### config.mk
export PLATFORM = sky130hd
export DESIGN_NAME = link_tx_sched
export DESIGN_NICKNAME = d
export VERILOG_FILES = /design/src/rtl/link_tx_sched.sv
export SDC_FILE = /design/constraint.sdc
export NUM_CORES = 1
export LEC_CHECK = 0
export BUFFER_PORTS_ARGS = -buffer_cell sky130_fd_sc_hd__buf_4
export CORE_MARGIN = 1.5
export CORE_UTILIZATION = 54
export CTS_BUF_LIST = sky130_fd_sc_hd__clkbuf_8
export CTS_CLUSTER_DIAMETER = 40
export DETAILED_ROUTE_END_ITERATION = 8
export PLACE_DENSITY = 0.78
export SLEW_MARGIN = 20
export SYNTH_ARGS = -nofsm -noshare
export SYNTH_HDL_FRONTEND = slang
export SYNTH_SLANG_ARGS = --single-unit
### constraint.sdc
create_clock -name i_clk -period 4.4 [get_ports i_clk]
set_clock_uncertainty 0.05 [all_clocks]
set_input_delay 0.88 -clock i_clk [delete_from_list [all_inputs] [get_ports i_clk]]
set_output_delay 0.88 -clock i_clk [all_outputs]
set_load 0.005 [all_outputs]
### src/rtl/link_tx_sched.sv
`default_nettype none
// ============================================================================
// Module      : link_tx_sched
// Description : Transmit-side symbol scheduler for the 8b10b pulse link.
//               Emits an alignment burst of K28.5 commas after reset, then
//               frames of COMMA_PERIOD slots with a K28.5 in slot 0. Data
//               slots carry 8'h00 (SAFE) or the formatted payload flags
//               (RUN), with a consecutive-RawPls cut-off.
//
//               Data byte : {IsPro, IsMaster, RawPls, p1, Option[2:0], p0}
//                           p1 = ^bits[7:5], p0 = ^Option (even nibbles)
//
// Ports       : i_clk        40 MHz clock
//               i_res        asynchronous active-high reset
//               i_en         pulse transmission enable
//               i_IsPro, i_IsMaster, i_RawPls, i_Option  payload fields
//               i_sym_ready  downstream encoder accepts current symbol
//               o_sym_valid  symbol offered (1 from first clock after reset)
//               o_sym_data   byte to encode
//               o_sym_k      1 = K28.5 control symbol (data = 8'hBC)
//               o_state      0 = ALIGN, 1 = SAFE, 2 = RUN
//               o_pls_fault  RawPls cut-off active
//
// Revision    : 1.0  initial release
// ============================================================================
module link_tx_sched #(
    parameter int COMMA_PERIOD = 256,
    parameter int ALIGN_COMMAS = 4,
    parameter int MAX_ON_SYM   = 64
) (
    input  logic       i_clk,
    input  logic       i_res,
    input  logic       i_en,
    input  logic       i_IsPro,
    input  logic       i_IsMaster,
    input  logic       i_RawPls,
    input  logic [2:0] i_Option,
    input  logic       i_sym_ready,
    output logic       o_sym_valid,
    output logic [7:0] o_sym_data,
    output logic       o_sym_k,
    output logic [1:0] o_state,
    output logic       o_pls_fault
);

    localparam int                  c_SLOT_W     = $clog2(COMMA_PERIOD);
    localparam logic [c_SLOT_W-1:0] c_SLOT_LAST  = c_SLOT_W'(COMMA_PERIOD - 1);
    localparam logic [c_SLOT_W-1:0] c_SLOT_ONE   = c_SLOT_W'(1);
    localparam logic [3:0]          c_ALIGN_LAST = 4'(ALIGN_COMMAS - 1);
    localparam logic [15:0]         c_MAX_ON     = 16'(MAX_ON_SYM);
    localparam logic [7:0]          c_K285       = 8'hBC;

    localparam logic [1:0] c_ST_ALIGN = 2'd0;
    localparam logic [1:0] c_ST_SAFE  = 2'd1;
    localparam logic [1:0] c_ST_RUN   = 2'd2;

    // Registered state; r_slot is the slot index of the symbol on the output.
    logic [1:0]          r_state;
    logic [c_SLOT_W-1:0] r_slot;
    logic [3:0]          r_align_cnt;
    logic [15:0]         r_on_cnt;
    logic                r_fault;
    logic                r_valid;
    logic [7:0]          r_data;
    logic                r_k;

    // Next-state values
    logic [1:0]          w_state_nx;
    logic [c_SLOT_W-1:0] w_slot_nx;
    logic [3:0]          w_align_nx;
    logic [15:0]         w_on_nx;
    logic                w_fault_nx;
    logic [7:0]          w_data_nx;
    logic                w_k_nx;

    logic                w_xfer;
    logic [c_SLOT_W-1:0] w_slot_inc;
    logic                w_comma_nx;
    logic                w_raw_cut;
    logic                w_raw_tx;
    logic [7:0]          w_payload;

    assign w_xfer     = r_valid & i_sym_ready;
    assign w_slot_inc = (r_slot == c_SLOT_LAST) ? '0 : r_slot + c_SLOT_ONE;
    assign w_comma_nx = (w_slot_inc == '0);

    // The cut-off takes effect on the symbol after the counter has already
    // reached the limit, so exactly MAX_ON_SYM symbols carry RawPls=1.
    assign w_raw_cut  = i_RawPls & (r_on_cnt >= c_MAX_ON);
    assign w_raw_tx   = i_RawPls & ~w_raw_cut;
    assign w_payload  = {i_IsPro, i_IsMaster, w_raw_tx, i_IsPro ^ i_IsMaster ^ w_raw_tx,
                         i_Option, ^i_Option};

    always_ff @(posedge i_clk or posedge i_res) begin
        if (i_res) begin
            r_state     <= c_ST_ALIGN;
            r_slot      <= '0;
            r_align_cnt <= 4'd0;
            r_on_cnt    <= 16'd0;
            r_fault     <= 1'b0;
            r_valid     <= 1'b0;
            r_data      <= c_K285;
            r_k         <= 1'b1;
        end else begin
            r_state     <= w_state_nx;
            r_slot      <= w_slot_nx;
            r_align_cnt <= w_align_nx;
            r_on_cnt    <= w_on_nx;
            r_fault     <= w_fault_nx;
            r_valid     <= 1'b1;
            r_data      <= w_data_nx;
            r_k         <= w_k_nx;
        end
    end

    always_comb begin
        w_state_nx = r_state;
        w_slot_nx  = r_slot;
        w_align_nx = r_align_cnt;
        w_on_nx    = r_on_cnt;
        w_fault_nx = r_fault;
        w_data_nx  = r_data;
        w_k_nx     = r_k;

        if (w_xfer) begin
            case (r_state)
                c_ST_ALIGN: begin
                    if (r_align_cnt == c_ALIGN_LAST) begin
                        // Last alignment comma doubles as slot 0 of the first frame.
                        w_state_nx = c_ST_SAFE;
                        w_slot_nx  = c_SLOT_ONE;
                        w_align_nx = 4'd0;
                        w_data_nx  = 8'h00;
                        w_k_nx     = 1'b0;
                    end else begin
                        w_align_nx = r_align_cnt + 4'd1;
                        w_data_nx  = c_K285;
                        w_k_nx     = 1'b1;
                    end
                end

                c_ST_SAFE: begin
                    w_slot_nx = w_slot_inc;
                    if (w_comma_nx) begin
                        w_data_nx = c_K285;
                        w_k_nx    = 1'b1;
                        if (i_en) begin
                            w_state_nx = c_ST_RUN;
                        end
                    end else begin
                        w_data_nx = 8'h00;
                        w_k_nx    = 1'b0;
                    end
                end

                c_ST_RUN: begin
                    w_slot_nx = w_slot_inc;
                    if (!i_en) begin
                        // Disable wins over any simultaneous payload change.
                        w_state_nx = c_ST_SAFE;
                        w_on_nx    = 16'd0;
                        w_fault_nx = 1'b0;
                        w_data_nx  = w_comma_nx ? c_K285 : 8'h00;
                        w_k_nx     = w_comma_nx;
                    end else if (w_comma_nx) begin
                        // Comma slots leave the on-counter and fault untouched.
                        w_data_nx = c_K285;
                        w_k_nx    = 1'b1;
                    end else begin
                        w_data_nx  = w_payload;
                        w_k_nx     = 1'b0;
                        w_fault_nx = w_raw_cut;
                        if (i_RawPls) begin
                            w_on_nx = (r_on_cnt == 16'hFFFF) ? r_on_cnt : r_on_cnt + 16'd1;
                        end else begin
                            w_on_nx = 16'd0;
                        end
                    end
                end

                default: begin
                    w_state_nx = c_ST_ALIGN;
                    w_slot_nx  = '0;
                    w_align_nx = 4'd0;
                    w_on_nx    = 16'd0;
                    w_fault_nx = 1'b0;
                    w_data_nx  = c_K285;
                    w_k_nx     = 1'b1;
                end
            endcase
        end
    end

    assign o_sym_valid = r_valid;
    assign o_sym_data  = r_data;
    assign o_sym_k     = r_k;
    assign o_state     = r_state;
    assign o_pls_fault = r_fault;

endmodule
`default_nettype wire

==> results of run 1 <==
==> synth_stat cells, types with 3 or more instances <==
master / instances / area, um^2
mux2i_1: 13 / 130
o21ai_0: 6 / 30.0
a21o_1: 5 / 37.5
nor2_1: 16 / 60.1
nand3_1: 26 / 130
nor4_1: 4 / 25.0
inv_1: 7 / 26.3
buf_6: 3 / 33.8
nand3b_1: 11 / 82.6
clkbuf_1: 4 / 15.0
and2_1: 8 / 50.1
buf_2: 7 / 35.0
dfstp_2: 6 / 158
and3_1: 4 / 25.0
ha_1: 9 / 113
nand2_1: 24 / 90.1
dfrtp_1: 35 / 876
a22o_1: 8 / 70.1
a2111oi_2: 3 / 45.0
a211oi_1: 9 / 67.6
nand4_1: 9 / 56.3
nor3_1: 6 / 30.0
a21oi_1: 10 / 50.1
==> how the worst max path moves through the flow <==
| stage | start | endpoint | slack, ns | cells past startpoint |
|---|---|---|---|---|
| 3_3_place_gp | i_RawPls | r_on_cnt[0] | 2.01 | 6 |
| 6_report | r_slot[0] | r_on_cnt[0] | 1.95 | 6 |
| 2_1_floorplan | i_RawPls | r_on_cnt[0] | 2.21 | 5 |
| 5_1_grt | r_slot[0] | r_on_cnt[0] | 1.77 | 6 |
| 3_5_place_dp | i_RawPls | r_on_cnt[0] | 1.95 | 6 |
| 4_1_cts | r_slot[0] | r_on_cnt[0] | 1.95 | 6 |
==> stage by stage <==
step	worst slack (ns)	cells	power, mW	hold slack [ns]	util (%)
after CTS	1.95	373	1.21	0.457	60.0
after global placement	2.01	365	0.951	0.440	58.4
after floorplan	2.21	290	0.880	0.426	-
after global routing	1.77	373	1.29	0.488	60.0
after detailed placement	1.95	365	0.969	0.442	58.4
final	1.95	373	1.21	0.456	60.0
==> report_power, final <==
group	switching [mW]	internal, mW
Clock	0.132	0.108
Combinational	0.231	0.186
Sequential	0.0969	0.451
==> metal layers <==
layer | part of all wire, % | vias up | GRT usage (%)
met5 | 0 | - | 0
met4 | 1.3 | 0 | 8.13
met3 | 3.9 | 7 | 4.69
met1 | 47 | 1147 | 32.5
li1 | - | 1106 | -
met2 | 47 | 51 | 36.0
==> worst max-delay path, delay by kind of cell (launching register included) <==
family | cells | cell delay (ns)
mux | 1 | 0.32
fa+ha+maj | 1 | 0.33
simple gates | 1 | 0.23
flops | 1 | 0.48
compound gates | 3 | 0.91
==> cells by family after synthesis <==
logic type | Yosys count | synth area share, %
compound gates | 68 | 21.6
xor+xnor | 4 | 1.24
fa+ha+maj | 9 | 3.99
buf+inv | 26 | 5.33
flops | 41 | 36.7
mux | 15 | 5.41
other cells | 1 | 0.133
simple gates | 126 | 25.6
==> final cells by class <==
type,instances,area (um^2)
multi-input cells,223,1640
inverters,7,26.3
well taps,70,87.6
fillers,474,2030
repair buffers,24,180
flip-flops and latches,41,1030
clock buffers,5,68.8
clock inverters,3,13.8
==> state kept, by name (all words and copies together) (netlist names) <==
register,flops
r_on_cnt,16
o_sym_data,8
r_slot,8
r_align_cnt,4
o_state,2
o_pls_fault,1
o_sym_k,1
o_sym_valid,1
==> impl_results.md, run 1 <==
* Outcome: complete, no violations
* R2R Setup Slk at 1.95 ns
* Syn Nets at 309
* Syn avg cell area at 9.72 um^2
* R2r worst-path depth at 6
* Slew HR at 36.0%
* Synth Register Bits at 41
* Total number of vias at 2311
* Post-CTS Setup Bufs at 0
* Port-buffer cells at 22
* Commonest non-fill, non-tap cell in the layout: dfrtp_1
* Layout cells sized above 1 at 20.8%
* Worst skew pair latency at 0.30 ns
* Max stage delay on crit path at 0.60 ns
* Synth Cell Area at 0.00282 mm^2
* Placed Area at 0.00296 mm^2
* Clk sinks at 41
* Post-synth EDFFs at 0
* Unique masters post-synth at 67
* Die area at 0.00566 mm^2
* WS Path Type: register to register
* Setup crit start kind: register
* Reg clk slew, reported paths at 0.08 ns
* Setup Viol. Count Final at 0
* Asr flop ratio synth at 100%
* RR Endpoint: r_on_cnt[0]
* FP Rows at 26
* Max-cap viol count at 0
* Vias in the first global route at 2132
* WP data arrival at 2.59 ns
* WHS Endpoint: o_sym_data[2]
* Period minus WS final at 2.45 ns
* # diodes at 0
* TritonCTS Buffers at 5
* Pin count of the biggest net entering global routing at 42
* Initial antenna violation count at 0
* DIE WIDTH at 75.3 um
* CTS root buf: clkbuf_8
* Area delta synth->final at 8.03%
* Max VDD drop at 0.205 mV
* Critical path's slowest cell: o21ai_4
* Post-route cell area at 0.00305 mm^2
* Core Region at 0.00507 mm^2
* Main synth FF type: dfrtp_1
* Remaining DRCs at 0
* Post-synthesis sequential area ratio at 36.7%
* FMAX at 408 MHz
* Drt first pass iters at 4
* Hold Path Class: register to register
* WL/cell at 15.9 um
* Worst setup EP type: register
* Post-route ant nets at 0
* RSZ-0062 raised after global routing: false
* Critical-path maximum fanout at 24
* Setup TNS at 0 ns
* CTS-repair resized insts at 0
* Leading cell types in the layout, fill and taps excluded: 35 x dfrtp_1, 26 x nand3_1, 24 x nand2_1, 24 x buf_4, 16 x nor2_1
* TritonCTS clock tree: yes
* Post-Syn Instances at 290
* Period utilisation layout at 55.8%
* Initial DRC Count at 142
* RD Place Congestion at 0.824
* Hpwl dp at 4050 um
* First-pass GRT wire length at 9980 um
* PD cells at 396 mW/mm^2
* Final Slew Violations at 0
* Critical path cell sequence: ha_1 > nor2_1 > a21oi_4 > o21ai_4 > a211oi_1 > mux2_2
* Actual slew at the worst max-slew pin at 0.960 ns
* Die height at 75.3 um
* Worst EP required at 4.53 ns
* Worst-case clock buffer depth at 2
* Final wirelength at 5930 um
* Hold Buf Count CTS at 0
* Hold Path Depth at 2
* Hold_sp: o_sym_data[2]
* Yosys warnings at 0
* CTS H-tree lvls at 2
* GR Util All Layers at 23.2%
* Total gr overflow at 0
* Reg-to-reg startpoint: r_slot[0]
* Vias per cell at 6.20
* NumNets Final at 321
* Starting Density at 55.5%
* P_leak at 1.26 nW
* Final hold violation count at 0
* Number of I/O pins at 23
No activity file was read; power rests on OpenSTA's default activity.
==> run 2, diff against run 1 <==
ABC_AREA = 1   (was default)
PLACE_DENSITY = 0.81   (was 0.78)
clock period = 2.1 ns   (was 4.4 ns; I/O delays follow)
==> impl_results.md, run 2 <==
* Outcome: complete, no violations
* GR Util All Layers at 23.6%
* DIE WIDTH at 73.8 um
* Reg clk slew, reported paths at 0.07 ns
* Filler cell count at 419
* Flip-flop count of the largest register after layout at 16
* Worst-case clock buffer depth at 2
* Commonest non-fill, non-tap cell in the layout: nand2_1
* Post-Syn Instances at 365
* Final cell count without fillers at 468
* Post-synth EDFFs at 0
* NumNets Final at 419
* First-pass GRT wire length at 10100 um
* Worst skew pair latency at 0.30 ns
* Critical path cell sequence: ha_1 > nand3_1 > inv_1 > nand2_1 > nand3_2 > nand3_4 > nor2_4 > nand2_2 > nand3_4 > buf_12 > nand2_1 > o21ai_2
* Synth top area share at 32.4%
* Area delta synth->final at 15.3%
* Final wirelength at 5980 um
* Hpwl dp at 4230 um
* RD Place Congestion at 0.883
* Critical-path maximum fanout at 16
* Unique masters post-synth at 36
* Asr flop ratio synth at 100%
* Area occupied by multi-input gates at 0.00146 mm^2
* Highest routed layer: met4
* Core Region at 0.00479 mm^2
* # diodes at 0
* WS Path Type: register to register
* Die area at 0.00545 mm^2
* Main synth FF type: dfrtp_1
* P_leak at 1.49 nW
* Clk sinks at 41
* Period utilisation layout at 94.0%
* WL met1 at 2870 um
* Post-synthesis sequential area ratio at 38.2%
* Max VDD drop at 0.423 mV
* Hold Buf Count CTS at 0
* Port-buffer cells at 22
* WL/cell at 12.8 um
* Max stage delay on crit path at 0.41 ns
* Initial antenna violation count at 0
* Dpl cells at 454
* Setup crit start kind: register
* Max-cap viol count at 0
* Hold Path Class: input pin to asynchronous set/reset pin
* TritonCTS Buffers at 5
* Worst EP required at 2.24 ns
* Number of I/O pins at 23
* Synth Cell Area at 0.00271 mm^2
* Synth Register Bits at 41
* CTS root buf: clkbuf_8
* PD cells at 949 mW/mm^2
* Total gr overflow at 0
* Final hold violation count at 0
* Syn avg cell area at 7.41 um^2
* Reg-to-reg startpoint: r_slot[0]
* Syn Nets at 384
* Final core occ at 65.2%
* Worst setup margin at 0.126 ns
* R2r worst-path depth at 12
* Post-route ant nets at 0
* Leading cell types in the layout, fill and taps excluded: 92 x nand2_1, 55 x nor2_1, 40 x inv_1
* Yosys warnings at 0
* Slew HR at 65.6%
* Die height at 73.8 um
* Count leader, synth: nand2_1
* Sequential Area at 0.00103 mm^2
* FMAX at 507 MHz
* FP Rows at 25
* Largest register by flop count: r_on_cnt
* Total Power at 2.96 mW
* Met3 Wirelength at 249 um
* WP data arrival at 2.11 ns
* Initial DRC Count at 171
* Remaining DRCs at 0
* Final Slew Violations at 0
* Top cells by area, synth: dfrtp_1 32%, nand2_1 13%, nor2_1 7.6%
* Critical path's slowest cell: dfrtp_1
* RR Endpoint: r_on_cnt[6]
* Yosys top cell by area: dfrtp_1
* Starting Density at 56.5%
* Pin count of the biggest net entering global routing at 42
* Setup Viol. Count Final at 0
* Period minus WS final at 1.97 ns
* Detail Route met2 WL at 2750 um
* Post-synth top cells: 92 x nand2_1, 55 x nor2_1, 39 x inv_1, 36 x nand3_1, 35 x dfrtp_1
* TritonCTS clock tree: yes
* Actual slew at the worst max-slew pin at 0.516 ns
* Worst setup EP type: register
* Total number of vias at 2466
* R2R Setup Slk at 0.13 ns
* Hold WS at 0.194 ns
* Pre-CTS setup slack at 0.0635 ns
* Layout cells sized above 1 at 21.4%
* CTS H-tree lvls at 2
* Drt first pass iters at 4
* Vias per cell at 5.27
* Vias in the first global route at 2269
==> run 2: metrics by stage <==
step                      instance area [um^2]  setup TNS (ns)
after floorplan                           2710               0
after global placement                    2960               0
after detailed placement                  2960               0
after CTS                                 3050               0
after global routing                      3120          -0.161
final                                     3120               0
==> run 2: how the worst max path moves through the flow <==
stage	start	to	cells past startpoint
floorplan	o_state[0]	r_on_cnt[5]	9
global placement	r_slot[1]	r_on_cnt[14]	12
detailed placement	r_slot[1]	r_on_cnt[15]	12
CTS	r_slot[1]	r_on_cnt[15]	12
global route	r_slot[0]	r_on_cnt[12]	13
finish	r_slot[0]	r_on_cnt[6]	12
==> run 2: cells by family after synthesis <==
kind of cell             count (synthesis)  synth area share [%]
AND/OR/NAND/NOR                        219                  36.7
AO/OA/AOI/OAI                           36                  9.25
buffers and inverters                   48                  8.04
XOR/XNOR                                11                  3.56
other                                    1                 0.139
adder cells (fa/ha/maj)                  9                  4.16
flip-flops                              41                  38.2
==> run 2: where the power goes <==
group / total [mW] / internal, mW / switching, mW
Clock: 0.495 / 0.226 / 0.269
Sequential: 1.20 / 1.03 / 0.172
Combinational: 1.27 / 0.512 / 0.753
==> run 2: final cells by class <==
class | instances | share of cell area [%]
sequential | 41 | 33.2
inverter | 39 | 4.69
tap | 67 | 2.69
clock inverter | 3 | 0.441
clock buffer | 5 | 2.21
multi-input combinational | 276 | 46.8
timing repair buffer | 37 | 9.99
==> run 2: layer usage <==
layer	global-route usage, %	vias to the layer above
li1	-	1242
met1	32.8	1155
met2	37.4	59
met3	3.43	10
met4	8.23	0
met5	0	-
==> run 2: timing repair <==
action,4_1_cts,5_1_grt
gates resized for setup,0,2
buffers inserted,0,4
endpoints found under the setup margin,0,16
==> run 2: worst max-delay path: cells and delay by family, from the launching register on <==
| kind | cells | cell delay (ns) |
|---|---|---|
| AO/OA/AOI/OAI | 1 | 0.05 |
| adder cells (fa/ha/maj) | 1 | 0.25 |
| buffers and inverters | 2 | 0.25 |
| flip-flops | 1 | 0.41 |
| AND/OR/NAND/NOR | 8 | 0.85 |
==> run 3, diff against run 2 <==
ABC_AREA = default   (was 1)
==> impl_results.md, run 3 (synthesis gave the netlist of run 1 again) <==
* GR Util met2 at 40.8%
* Total number of vias at 2474
* P_sw at 1.04 mW
* Area occupied by multi-input gates at 0.00170 mm^2
* Worst setup margin at 0.0713 ns
* Worst EP required at 2.27 ns
* Slew HR at 65.2%
* WP data arrival at 2.20 ns
* DIE WIDTH at 75.3 um
* Placed Area at 0.00322 mm^2
* Period utilisation layout at 96.6%
* PD cells at 833 mW/mm^2
* Worst setup EP type: register
* Vias in the first global route at 2318
* Commonest non-fill, non-tap cell in the layout: buf_4
* Reg clk slew, reported paths at 0.08 ns
* WS Path Type: register to register
* Drt first pass iters at 4
* Number of I/O pins at 23
* Hold Buf Count CTS at 0
* Die height at 75.3 um
* Sequential Area at 0.00103 mm^2
* P_leak at 1.45 nW
* RD Place Congestion at 0.885
* Largest register by flop count: r_on_cnt
* Final Slew Violations at 0
* First-pass GRT wire length at 10800 um
* Leading cell types in the layout, fill and taps excluded: 56 x buf_4, 35 x dfrtp_1, 26 x nand3_1
* Pin count of the biggest net entering global routing at 42
* Port-buffer cells at 22
* Pint at 1.79 mW
* Final core occ at 66.9%
* Hold Path Class: input pin to asynchronous set/reset pin
* Total gr overflow at 0
* Outcome: complete, no violations
* Max-cap viol count at 0
* M1 GR Usage at 34.3%
* Post-route cell area at 0.00340 mm^2
* Critical-path maximum fanout at 12
* NumNets Final at 355
* GR Util All Layers at 25.2%
* CTS H-tree lvls at 2
* Hpwl dp at 4700 um
* Starting Density at 55.5%
* FP Rows at 26
* TritonCTS clock tree: yes
* Pre-CTS setup slack at -0.00574 ns
* FMAX at 493 MHz
* Flip-flop count of the largest register after layout at 16
* Core Region at 0.00507 mm^2
* R2r worst-path depth at 6
* Period minus WS final at 2.03 ns
* TritonCTS Buffers at 5
* Area delta synth->final at 20.5%
* Flop pwr share at 38.2%
* Layout cells sized above 1 at 30.3%
* Combinational share of power at 43.0%
* Worst skew pair latency at 0.30 ns
* Max VDD drop at 0.580 mV
* WL/cell at 16.3 um
* Die area at 0.00566 mm^2
* Worst-case clock buffer depth at 2
* Setup Viol. Count Final at 0
* RR Endpoint: r_on_cnt[7]
* Hold WS at 0.202 ns
* # diodes at 0
* Sw Ratio at 36.8%
* R2R Setup Slk at 0.07 ns
* Remaining DRCs at 0
* Met3 Use GR at 3.88%
* Initial DRC Count at 154
* Filler cell count at 404
* Busiest grt layer: met2
* Reg-to-reg startpoint: r_slot[0]
* RSZ-0062 raised after global routing: true
* CTS root buf: clkbuf_8
* Setup TNS at 0 ns
* Final wirelength at 6620 um
* Actual slew at the worst max-slew pin at 0.523 ns
* Clk sinks at 41
* Final hold violation count at 0
* Setup crit start kind: register
* Initial antenna violation count at 0
* Post-route ant nets at 0
* Vias per cell at 6.08
* Clk pwr share at 18.9%
[run 3: power groups by stage]
stage / Clock (mW) / Sequential, mW / Combinational (mW)
6_report: 0.534 / 1.08 / 1.21
5_1_grt: 0.582 / 1.10 / 1.34
4_1_cts: 0.545 / 1.08 / 1.14
3_5_place_dp: 0 / 1.10 / 1.13
3_3_place_gp: 0 / 1.09 / 1.09
2_1_floorplan: 0 / 1.10 / 0.745
[run 3: final cells by class]
cell class	count	area share, %
clock buffer	6	2.43
clock inverter	2	0.221
inverter	7	0.774
multi-input combinational	223	50.0
sequential	41	30.4
tap	70	2.58
timing repair buffer	58	13.6
[run 3: what timing repair did]
| action | 4_1_cts | 5_1_grt |
|---|---|---|
| endpoints found under the setup margin | 6 | 24 |
| pin swaps | 0 | 1 |
| gates cloned | 0 | 0 |
| setup buffers | 0 | 3 |
| gates resized for setup | 2 | 9 |
[run 3: metal layers]
layer / wire (um) / share of wire [%]
met3: 365 / 5.5
met1: 2870 / 43
met5: 0 / 0
met4: 94 / 1.4
met2: 3290 / 50
[run 3: worst max-delay path by stage]
stage | endpoint | start | slack [ns] | cells after the start
after floorplan | r_on_cnt[5] | r_slot[0] | 0.04 | 7
after global placement | r_on_cnt[15] | o_state[0] | 0.09 | 7
after detailed placement | r_on_cnt[12] | o_state[0] | -0.006 | 8
after CTS | r_on_cnt[15] | o_state[0] | 0.01 | 7
after global routing | r_on_cnt[11] | r_slot[0] | -0.03 | 7
final | r_on_cnt[7] | r_slot[0] | 0.07 | 6
[run 3: worst max-delay path, cell delays in order (launching register included)]
cell	delay [ns]
dfrtp_1	0.39
buf_4	0.17
ha_1	0.22
and3_2	0.31
buf_4	0.22
a2111oi_4	0.35
mux2i_1	0.23
[run 3: through the flow]
stage	power, mW	std cells
6_report	2.83	407
2_1_floorplan	1.84	290
4_1_cts	2.77	404
3_5_place_dp	2.22	396
5_1_grt	3.02	407
3_3_place_gp	2.18	396
